## src/rtl/timer_pkg.sv

```systemverilog
// Shared definitions for the interval timer: register word offsets and TCON bit positions.
package timer_pkg;

    localparam logic [2:0] TIMER_TH      = 3'd0;
    localparam logic [2:0] TIMER_TL      = 3'd1;
    localparam logic [2:0] TIMER_TCON    = 3'd2;
    localparam logic [2:0] TIMER_PRE     = 3'd3;
    localparam logic [2:0] TIMER_SYSTICK = 3'd4;

    localparam int TCON_EN = 0;
    localparam int TCON_IE = 1;
    localparam int TCON_ST = 2;

endpackage

```

## src/rtl/timer_prescaler.sv

```systemverilog
// Enable-gated prescaler: counts 0..PRESCALE-1 and pulses tick on the wrap cycle.
module timer_prescaler #(
    parameter int unsigned PRESCALE = 1
) (
    input  logic        clk,
    input  logic        reset,
    input  logic        en,
    output logic        tick,
    output logic [15:0] count
);

    localparam logic [15:0] LAST = 16'(PRESCALE - 1);

    // tick is the cycle whose edge wraps the count, so the timer acts on that same edge
    assign tick = en && (count == LAST);

    always_ff @(posedge clk or negedge reset) begin
        if (!reset) begin
            count <= '0;
        end else if (en) begin
            if (count == LAST) begin
                count <= '0;
            end else begin
                count <= count + 16'd1;
            end
        end
    end

endmodule

```

## src/rtl/timer_irq.sv

```systemverilog
// Memory-mapped interval timer with reload, free-running SYSTICK and a level IRQ
// held until software clears ST or IE.
module timer_irq
    import timer_pkg::*;
#(
    parameter logic [31:0] BASE_ADDR = 32'h4000_0000,
    parameter int unsigned PRESCALE  = 1
) (
    input  logic        clk,
    input  logic        reset,
    input  logic [31:0] Addr,
    input  logic [31:0] WriteData,
    input  logic        MemWr,
    input  logic        MemRd,
    output logic [31:0] ReadData,
    output logic        IRQ
);

    logic [31:0] th;
    logic [31:0] tl;
    logic [31:0] systick;
    logic        en;
    logic        ie;
    logic        st;
    logic        tick;
    logic [15:0] pre_count;
    logic [31:0] rd_mux;
    logic        unused_addr_bits;

    assign unused_addr_bits = &{1'b0, Addr[1:0]};

    logic [2:0] word;
    logic       hit;
    assign word = Addr[4:2];
    assign hit  = (Addr[31:5] == BASE_ADDR[31:5]) && (word <= TIMER_SYSTICK);

    logic wr_th, wr_tl, wr_tcon, wr_systick;
    assign wr_th      = MemWr && hit && (word == TIMER_TH);
    assign wr_tl      = MemWr && hit && (word == TIMER_TL);
    assign wr_tcon    = MemWr && hit && (word == TIMER_TCON);
    assign wr_systick = MemWr && hit && (word == TIMER_SYSTICK);

    // A TL write swallows the tick, so it also suppresses the overflow event
    logic overflow;
    assign overflow = tick && !wr_tl && (tl == 32'hFFFF_FFFF);

    timer_prescaler #(.PRESCALE(PRESCALE)) u_prescaler (
        .clk   (clk),
        .reset (reset),
        .en    (en),
        .tick  (tick),
        .count (pre_count)
    );

    always_ff @(posedge clk or negedge reset) begin
        if (!reset) begin
            th      <= '0;
            tl      <= '0;
            en      <= 1'b0;
            ie      <= 1'b0;
            st      <= 1'b0;
            systick <= '0;
        end else begin
            if (wr_th) begin
                th <= WriteData;
            end

            if (wr_tl) begin
                tl <= WriteData;
            end else if (overflow) begin
                tl <= th;
            end else if (tick) begin
                tl <= tl + 32'd1;
            end

            // Hardware set is OR-ed over the software value so an overflow is never lost
            if (wr_tcon) begin
                en <= WriteData[TCON_EN];
                ie <= WriteData[TCON_IE];
                st <= WriteData[TCON_ST] | (overflow & ie);
            end else if (overflow && ie) begin
                st <= 1'b1;
            end

            if (wr_systick) begin
                systick <= WriteData;
            end else begin
                systick <= systick + 32'd1;
            end
        end
    end

    always_comb begin
        rd_mux = '0;
        case (word)
            TIMER_TH:      rd_mux = th;
            TIMER_TL:      rd_mux = tl;
            TIMER_TCON:    rd_mux = {29'd0, st, ie, en};
            TIMER_PRE:     rd_mux = {16'd0, pre_count};
            TIMER_SYSTICK: rd_mux = systick;
            default:       rd_mux = '0;
        endcase
    end

    assign ReadData = (MemRd && hit) ? rd_mux : 32'd0;
    assign IRQ      = ie & st;

endmodule

```

## config.mk

```make
export PLATFORM = sky130hd
export DESIGN_NAME = timer_irq
export DESIGN_NICKNAME = d
export VERILOG_FILES = /design/src/rtl/timer_pkg.sv /design/src/rtl/timer_prescaler.sv /design/src/rtl/timer_irq.sv
export SDC_FILE = /design/constraint.sdc
export NUM_CORES = 1
export LEC_CHECK = 0
export ABC_AREA = 1
export CAP_MARGIN = 20
export CORE_AREA = 2 2 122 124
export DETAILED_ROUTE_END_ITERATION = 6
export DIE_AREA = 0 0 124 126
export DONT_BUFFER_PORTS = 1
export PLACE_DENSITY_LB_ADDON = 0.05
export SETUP_SLACK_MARGIN = 0.4
export SLEW_MARGIN = 40
export SYNTH_ARGS = -nofsm -noshare
export SYNTH_HDL_FRONTEND = slang
export SYNTH_SLANG_ARGS = --single-unit
```

## constraint.sdc

```tcl
create_clock -name clk -period 3.7 [get_ports clk]
set_input_delay 0.74 -clock clk [delete_from_list [all_inputs] [get_ports clk]]
set_output_delay 0.74 -clock clk [all_outputs]
set_load 0.05 [all_outputs]
```

== Word level (Yosys, flattened, before mapping) ==
Cells that the tools add are included.

* Multiplexer cells: 9
* Bitwise gates (word level): 3
* Reduce and logical (&&, ||, !) cells: 16
* Equal/unequal tests: 6
* Magnitude comparators: 1
* $add $sub $neg: 3

{| class="wikitable"
|+ Operators by type and width
! kind !! number
|-
| 2-to-1 mux 32 bit || 5
|-
| one-hot mux 32 bit (5 select lines) || 1
|-
| adder 32 x 1 -> 32 bit (second input constant) || 2
|-
| equality test 32 bit (second input constant) || 1
|-
| equality test 27 x 26 -> 1 bit (second input constant) || 1
|-
| adder 16 x 1 -> 16 bit (second input constant) || 1
|-
| zero test 16 bit || 1
|-
| 2-to-1 mux 16 bit || 1
|-
| logical AND 1 bit || 11
|-
| equality test 3 x 2 -> 1 bit (second input constant) || 2
|-
| equality test 3 x 1 -> 1 bit (second input constant) || 1
|-
| equality test 3 bit (second input constant) || 1
|-
| less-or-equal comparator 3 bit (second input constant) || 1
|-
| zero test 3 bit || 1
|-
| nonzero test 3 bit || 1
|-
| AND 1 bit || 2
|-
| 2-to-1 mux 1 bit || 2
|-
| nonzero test 2 bit || 1
|-
| zero test 1 bit || 1
|-
| OR 1 bit || 1
|}

* Output and inout bits: 33
* Register bits after elaboration: 115

== Longest topological paths before layout ==
Gate-level depths: netlist of run 1.

* Depth after elaboration: 10
* Depth in mapped cells: 12
* Gate-level depth less buffers: 11

== Modules after synthesis ==
From an unflattened synthesis of run 1, not the netlist that was laid out.

* Cell total of the unflattened synthesis: 1239
* Area total of the unflattened synthesis: 8132.8 um^2

{| class="wikitable"
|+ Modules (own cells, without submodules)
! module !! times used !! area an instance (um^2) !! cells an instance
|-
| timer_irq || 1 || 7098.1 || 1092
|-
| timer_prescaler || 1 || 1034.7 || 147
|}

== Least setup slack after synthesis of run 1 ==
Ideal clock, no wire load.

* Path type: input -> output
* Start: input port Addr[4]
* End: output port ReadData[29]
* Data required time: 2.960 ns
* Setup slack: 0.359 ns
* Arrival time: 2.601 ns
* Stages on the path: 5
* Buffers on the path: 2
* Path through: nor3_1 > clkbuf_1 > clkbuf_1 > nand2_1 > a31oi_1

* Longest elaborated chain between the ends: 4
* Elaborated cells on any way between the ends: 10

{| class="wikitable"
|+ RTL lines
! element !! line !! source
|-
| start, declared || timer_irq.sv:11 || <nowiki>input logic [31:0] Addr,</nowiki>
|-
| less-or-equal comparator 3 bit || timer_irq.sv:35 || <nowiki>assign hit = (Addr[31:5] == BASE_ADDR[31:5]) && (word <= TIMER_SYSTICK);</nowiki>
|-
| logical AND 1 bit || timer_irq.sv:35 ||
|-
| logical AND 1 bit || timer_irq.sv:105 || <nowiki>assign ReadData = (MemRd && hit) ? rd_mux : 32'd0;</nowiki>
|-
| 2-to-1 mux 32 bit (*) || timer_irq.sv:105 ||
|-
| end, declared || timer_irq.sv:15 || <nowiki>output logic [31:0] ReadData,</nowiki>
|}

Every way passes the cells marked *; elsewhere a longest branch is shown, timed or not.

== Final worst setup path of run 1 ==
* Start: input port Addr[4]
* End: output port ReadData[7]

The elaborated chain is that of the path after synthesis.

==> results of run 1 <==
[cell usage after synthesis, drive strengths merged (2+ instances only)]
cell type / count / area, sq um
nand2: 334 / 1260
nor2: 149 / 589
inv: 147 / 552
dfrtp: 115 / 2880
o21ai: 104 / 520
nand3: 90 / 470
xor2: 37 / 324
a21oi: 32 / 160
clkbuf: 29 / 109
nor3: 27 / 151
nand4: 23 / 144
a31oi: 17 / 106
o22ai: 14 / 87.6
buf: 11 / 78.8
xnor2: 8 / 70.1
a221oi: 7 / 61.3
ha: 4 / 50.1
o211ai: 3 / 37.5
clkinv: 2 / 7.51
[power by group]
group	internal, uW	switching [uW]	leakage, uW	total (uW)
Sequential	1260	0.00147	0.00157	1260
Combinational	14.6	53.4	0.00204	68.0
Clock	985	593	0.000274	1580
[registers in the layout (all words and copies together) (netlist names)]
signal             cells
u_prescaler.count     16
st                     1
en                     1
tl                    32
systick               32
th                    32
ie                     1
[worst reg2reg max path, delay by kind of cell (launching register included)]
kind          cells  cell delay (ps)
simple gates      6             1050
flops             1              420
buf+inv           3              930
fa+ha+maj         1              180
[stage by stage]
stage / std cells / util [%]
floorplan: 1159 / -
global placement: 1345 / 56.4
detailed placement: 1345 / 56.5
CTS: 1377 / 60.4
global route: 1378 / 60.4
finish: 1378 / 60.4
[cell type report]
class | count | area share [%]
Sequential cell | 115 | 33.3
Clock inverter | 5 | 0.578
Tap cell | 184 | 2.66
Multi-Input combinational cell | 855 | 47.4
Clock buffer | 26 | 5.77
Inverter | 149 | 6.46
Timing Repair Buffer | 44 | 3.88
[layer usage]
metal | GRT usage [%] | part of all wire [%] | up-vias
met4 | 16.2 | 4.5 | 0
met5 | 0 | 0 | -
met1 | 44.9 | 43 | 3660
li1 | - | - | 3774
met3 | 5.66 | 6.5 | 67
met2 | 54.8 | 46 | 362
[path summary, 6_finish.rpt]
check,endpoint,cells after the start
max in group asynchronous,systick[22]$_DFF_PN0_,1
min in group clk,systick[17]$_DFF_PN0_,2
setup / recovery,ReadData[7],6
hold reg to reg,u_prescaler.count[15]$_DFFE_PN0P_,1
setup reg to reg,tl[9]$_DFFE_PN0P_,10
hold / removal,systick[28]$_DFF_PN0_,0
[kinds of logic after synthesis]
group	count (synthesis)	synth area share (%)
AOI/OAI and AO/OA	180	12.9
xor gates and xnor gates	45	5.11
adders and majority gates	4	0.649
buffers and inverters	189	9.69
DFF	115	37.3
and+or+nand+nor	626	34.3
[timing repair]
item / CTS / global route
endpoints found under the hold margin: 5 / 10
setup buffers: 0 / 0
hold buffers: 1 / 1
endpoints found under the setup margin: 0 / 0
==> results.sh, run 1 <==
export IMPL_worst_r2r_setup_slack_ps=1040
export IMPL_leakagePower_uw=0.00389
export IMPL_ant_nets=0
export IMPL_drive_gt1_share_pct=7.62
export IMPL_firstDrtPassIters=6
export IMPL_ir_worst_vdd_v=0.000323
export IMPL_fmax_mhz=328
export IMPL_clkSinkCount=115
export IMPL_cts_clk_slew_worst_paths_ps=50
export IMPL_layout_commonest_cell="nand2_1"
export IMPL_ys_flop_type="dfrtp_1"
export IMPL_cp_num_buf_inv=2
export IMPL_yosysWarnings=0
export IMPL_syn_to_final_growth_pct=12.3
export IMPL_wl_per_cell_microns=18.7
export IMPL_finalCriticalPeriod_ps=3050
export IMPL_hold_viol=0
export IMPL_drt_initial_drc_count=806
export IMPL_drc=0
export IMPL_fillers=1439
export IMPL_cts_resized_gates=0
export IMPL_gr_total_overflow=0
export IMPL_vias_per_cell=5.71
export IMPL_dp_hpwl_mm=18.5
export IMPL_worstSetupEndpointType="primary output"
export IMPL_htreeDepth=4
export IMPL_hold_class="in2async"
export IMPL_avgSynthCellArea_sq_um=6.65
export IMPL_synth_seq_area_share_pct=37.3
export IMPL_rsz0062_at_grt="no"
export IMPL_ys_ff_latch=115
export IMPL_die_h_microns=126
export IMPL_yosysUniqueCellTypes=35
export IMPL_critPathMaxFanout=14
export IMPL_routed_wl_mm=25.7
export IMPL_setup_tns_final_ps=0
export IMPL_crit_path_start_kind="input port"
export IMPL_core_area_sq_um=14300
export IMPL_finalCritPeriodShare_pct=82.4
export IMPL_numPortBuffers=0
export IMPL_grt_antenna_before_repair=0
export IMPL_grt_pass1_wl_mm=39.9
export IMPL_rows=44
export IMPL_final_cell_mix="329 x nand2_1, 146 x inv_1, 143 x nor2_1"
export IMPL_cts_buffers_inserted=17
export IMPL_clk_latency_ps=430
export IMPL_required_ps=2960
export IMPL_tightest_slew_ps=752
export IMPL_preCtsSetupSlack_ps=731
export IMPL_regArea_sq_um=2880
export IMPL_crit_chain="inv_1, nand3_1, o22ai_1, a21oi_1, a21oi_1, buf_4"
export IMPL_die_area_sq_um=15600
export IMPL_crit_family="compound AO/OA/AOI/OAI gates"
export IMPL_startpoint="Addr[4]"
export IMPL_layout_nets=1254
export IMPL_cpPeakStageDelay_ps=510
export IMPL_setup_viol=0
export IMPL_synth_cell_area_sq_um=7710
export IMPL_grt_total_usage_pct=34.2
export IMPL_critical_path_class="in2out"
export IMPL_fin_skew_ps=12.9
export IMPL_dpl_cell_area_sq_um=8080
export IMPL_cts_root_buf="clkbuf_16"
export IMPL_p_per_area_nw_per_um2=336
export IMPL_path_common_cell="a21oi_1"
export IMPL_synth_net_count=1231
export IMPL_grt_max_degree=112
export IMPL_crit_reg2reg_launch="u_prescaler.count[0]$_DFFE_PN0P_"
export IMPL_die_x_microns=124
export IMPL_vias=7863
export IMPL_io_pins=101
export IMPL_grt_pass1_vias=7307
export IMPL_cts_buffer_depth=2
export IMPL_slowest_stage="o22ai_1"
export IMPL_routabilityCongestion=0.920
export IMPL_synthArstFlopShare_pct=100
export IMPL_setup_slack_ps=651
export IMPL_finalPower_uw=2910
export IMPL_final_cell_area_sq_um=8650
export IMPL_synth_edf_count=0
export IMPL_outcome="completed"
export IMPL_synthCells=1159
export IMPL_cp_arrival_ps=2310
export IMPL_diodes=0
export IMPL_hold_slack_ps=10.8
export IMPL_multi_input_area_sq_um=4100
export IMPL_initial_utilization_pct=53.8
export IMPL_drv_cap=0
export IMPL_slew_headroom_pct=49.8
export IMPL_cts_tree="yes"
export IMPL_drv_slew=0
(Power assumes the default switching activity.)
==> run 2: changes to the inputs <==
==> constraint.sdc (replaced) <==
create_clock -name clk -period 2.8 [get_ports clk]
set_input_delay 0.56 -clock clk [delete_from_list [all_inputs] [get_ports clk]]
set_output_delay 0.56 -clock clk [all_outputs]
set_load 0.05 [all_outputs]
==> run 2 against run 1 <==
Compared with the run above:
- the run now ends with hold timing left
- setup slack worse by 210 ps
- hold slack worse by 180 ps
- count of clock-buffer cells in the layout is 3 lower
- sequential power is 32% higher
- non-clock buffer count is 17 higher
- clock skew is 2.6 ps lower
- final area is 12% higher
- sequential share of layout area is 3.5 points lower
- register-to-register slack worse by 540 ps
- wire length is 3.0% higher
- sequential cell count stayed put
- clock power is 22% higher
- critical endpoint is now ReadData[11]
==> results.sh, run 2 (synthesis results as in run 1) <==
export IMPL_rows=44
export IMPL_rsz0062_at_grt="yes"
export IMPL_htreeDepth=4
export IMPL_hold_class="in2async"
export IMPL_cp_arrival_ps=1800
export IMPL_firstDrtPassIters=6
export IMPL_gr_total_overflow=0
export IMPL_p_per_area_nw_per_um2=381
export IMPL_clk_latency_ps=420
export IMPL_critical_path_class="in2out"
export IMPL_drv_cap=0
export IMPL_final_cell_mix="326 x nand2_1, 145 x inv_1, 126 x nor2_1"
export IMPL_initial_utilization_pct=53.8
export IMPL_power_switching_uw=820
export IMPL_preCtsSetupSlack_ps=217
export IMPL_hold_slack_ps=-166
export IMPL_slew_headroom_pct=64.9
export IMPL_die_h_microns=126
export IMPL_drt_initial_drc_count=804
export IMPL_fmax_mhz=423
export IMPL_violations="hold timing"
export IMPL_cts_buffers_inserted=17
export IMPL_fin_skew_ps=10.3
export IMPL_p_clk_share_pct=52.3
export IMPL_vias=8050
export IMPL_ant_nets=0
export IMPL_numPortBuffers=0
export IMPL_setup_slack_ps=438
export IMPL_vias_per_cell=5.77
export IMPL_core_area_sq_um=14300
export IMPL_worstSetupEndpointType="primary output"
export IMPL_hold_viol=115
export IMPL_power_share_switching_pct=22.3
export IMPL_layout_commonest_cell="nand2_1"
export IMPL_die_x_microns=124
export IMPL_wl_per_cell_microns=19.0
export IMPL_regArea_sq_um=2880
export IMPL_syn_to_final_growth_pct=25.4
export IMPL_layout_nets=1272
export IMPL_diodes=0
export IMPL_die_area_sq_um=15600
export IMPL_ir_worst_vdd_v=0.000356
export IMPL_seqPwrFrac_pct=45.2
export IMPL_io_pins=101
export IMPL_p_comb_share_pct=2.5
export IMPL_cts_tree="yes"
export IMPL_intPower_uw=2860
export IMPL_routabilityCongestion=1.00
export IMPL_grt_total_usage_pct=34.7
export IMPL_drive_gt1_share_pct=13.2
export IMPL_cts_clk_slew_worst_paths_ps=50
export IMPL_drv_slew=0
export IMPL_fillers=1257
export IMPL_clkSinkCount=115
export IMPL_cts_root_buf="clkbuf_16"
export IMPL_dp_hpwl_mm=19.0
export IMPL_multi_input_area_sq_um=4570
export IMPL_setup_tns_final_ps=0
export IMPL_grt_pass1_vias=7678
export IMPL_leakagePower_uw=0.00406
export IMPL_grt_max_degree=116
export IMPL_grt_antenna_before_repair=0
export IMPL_largestRegisters="systick: 32 flops, th: 32 flops, tl: 32 flops"
export IMPL_critPathMaxFanout=8
export IMPL_outcome="finished with violations"
export IMPL_required_ps=2240
export IMPL_setup_viol=0
export IMPL_drc=0
export IMPL_routed_wl_mm=26.5
export IMPL_tightest_slew_ps=526
export IMPL_finalCriticalPeriod_ps=2360
export IMPL_cts_buffer_depth=2
export IMPL_grt_pass1_wl_mm=40.7
export IMPL_crit_path_start_kind="input port"
export IMPL_finalCritPeriodShare_pct=84.4
run 2: changes by cell type in the layout (fill, tap and decap cells not counted), moves of 6 or more:
cell	previous run	this run
a31oi_1	16	4
nor2_1	143	126
a21oi_4	0	14
a21oi_1	32	18
buf_12	0	30
a31oi_4	0	13
nor2_2	3	9
buf_4	42	25
nor2_4	3	14
run 2: area by class of cell:
cell class              instances  area share, %
clock buffers                  23           4.95
multi-input cells             855           47.3
well taps                     184           2.38
flip-flops and latches        115           29.8
repair buffers                 61           9.31
repair inverters                1         0.0777
inverters                     149           5.83
clock inverters                 6          0.337
run 2: power groups by stage:
stage	combinational [uW]	sequential, uW	clock [uW]
final	92.8	1660	1930
after floorplan	49.2	1690	0
after global placement	85.1	1690	0
after global routing	99.8	1660	2020
after CTS	86.9	1660	1930
after detailed placement	85.6	1690	0
run 2: layer usage:
metal  share of wire [%]  wire, microns  global-route usage (%)
met5                   0              0                       0
met3                 8.9           2370                    6.84
met2                  46          12300                    53.5
met1                  42          11100                    48.4
met4                 2.7            705                    12.9
run 2: what timing repair did:
action | CTS | global route
pin swaps | 2 | 12
endpoints found under the setup margin | 47 | 60
cloned | 0 | 3
endpoints found under the hold margin | 115 | 115
gates resized for setup | 5 | 26
setup buffers | 3 | 2
run 2: critical path, stage by stage:
cell,delay (ps)
nor2_4,120
nor2_2,50
nor2_1,110
nand2_1,100
nor2_4,170
nand2_8,140
buf_4,170
a41oi_2,200
buf_6,190
run 2: worst paths after layout:
path	from	to	slack, ps	depth (start not counted)
min reg2reg	u_prescaler.count[15]$_DFFE_PN0P_	u_prescaler.count[15]$_DFFE_PN0P_	480	1
max in group asynchronous	reset	systick[25]$_DFF_PN0_	2760	0
max	Addr[2]	ReadData[11]	440	9
min	reset	u_prescaler.count[3]$_DFFE_PN0P_	-170	0
max reg2reg	u_prescaler.count[0]$_DFFE_PN0P_	tl[9]$_DFFE_PN0P_	500	10
min in group clk	WriteData[0]	systick[0]$_DFF_PN0_	260	2
run 2: stage by stage:
stage / instance area (sq um) / util, % / std cells / power [uW]
2_1_floorplan: 8100 / - / 1159 / 1740
3_3_place_gp: 8930 / 62.4 / 1357 / 1780
3_5_place_dp: 8930 / 62.4 / 1357 / 1780
4_1_cts: 9480 / 66.2 / 1389 / 3680
5_1_grt: 9660 / 67.5 / 1394 / 3780
6_report: 9660 / 67.5 / 1394 / 3680
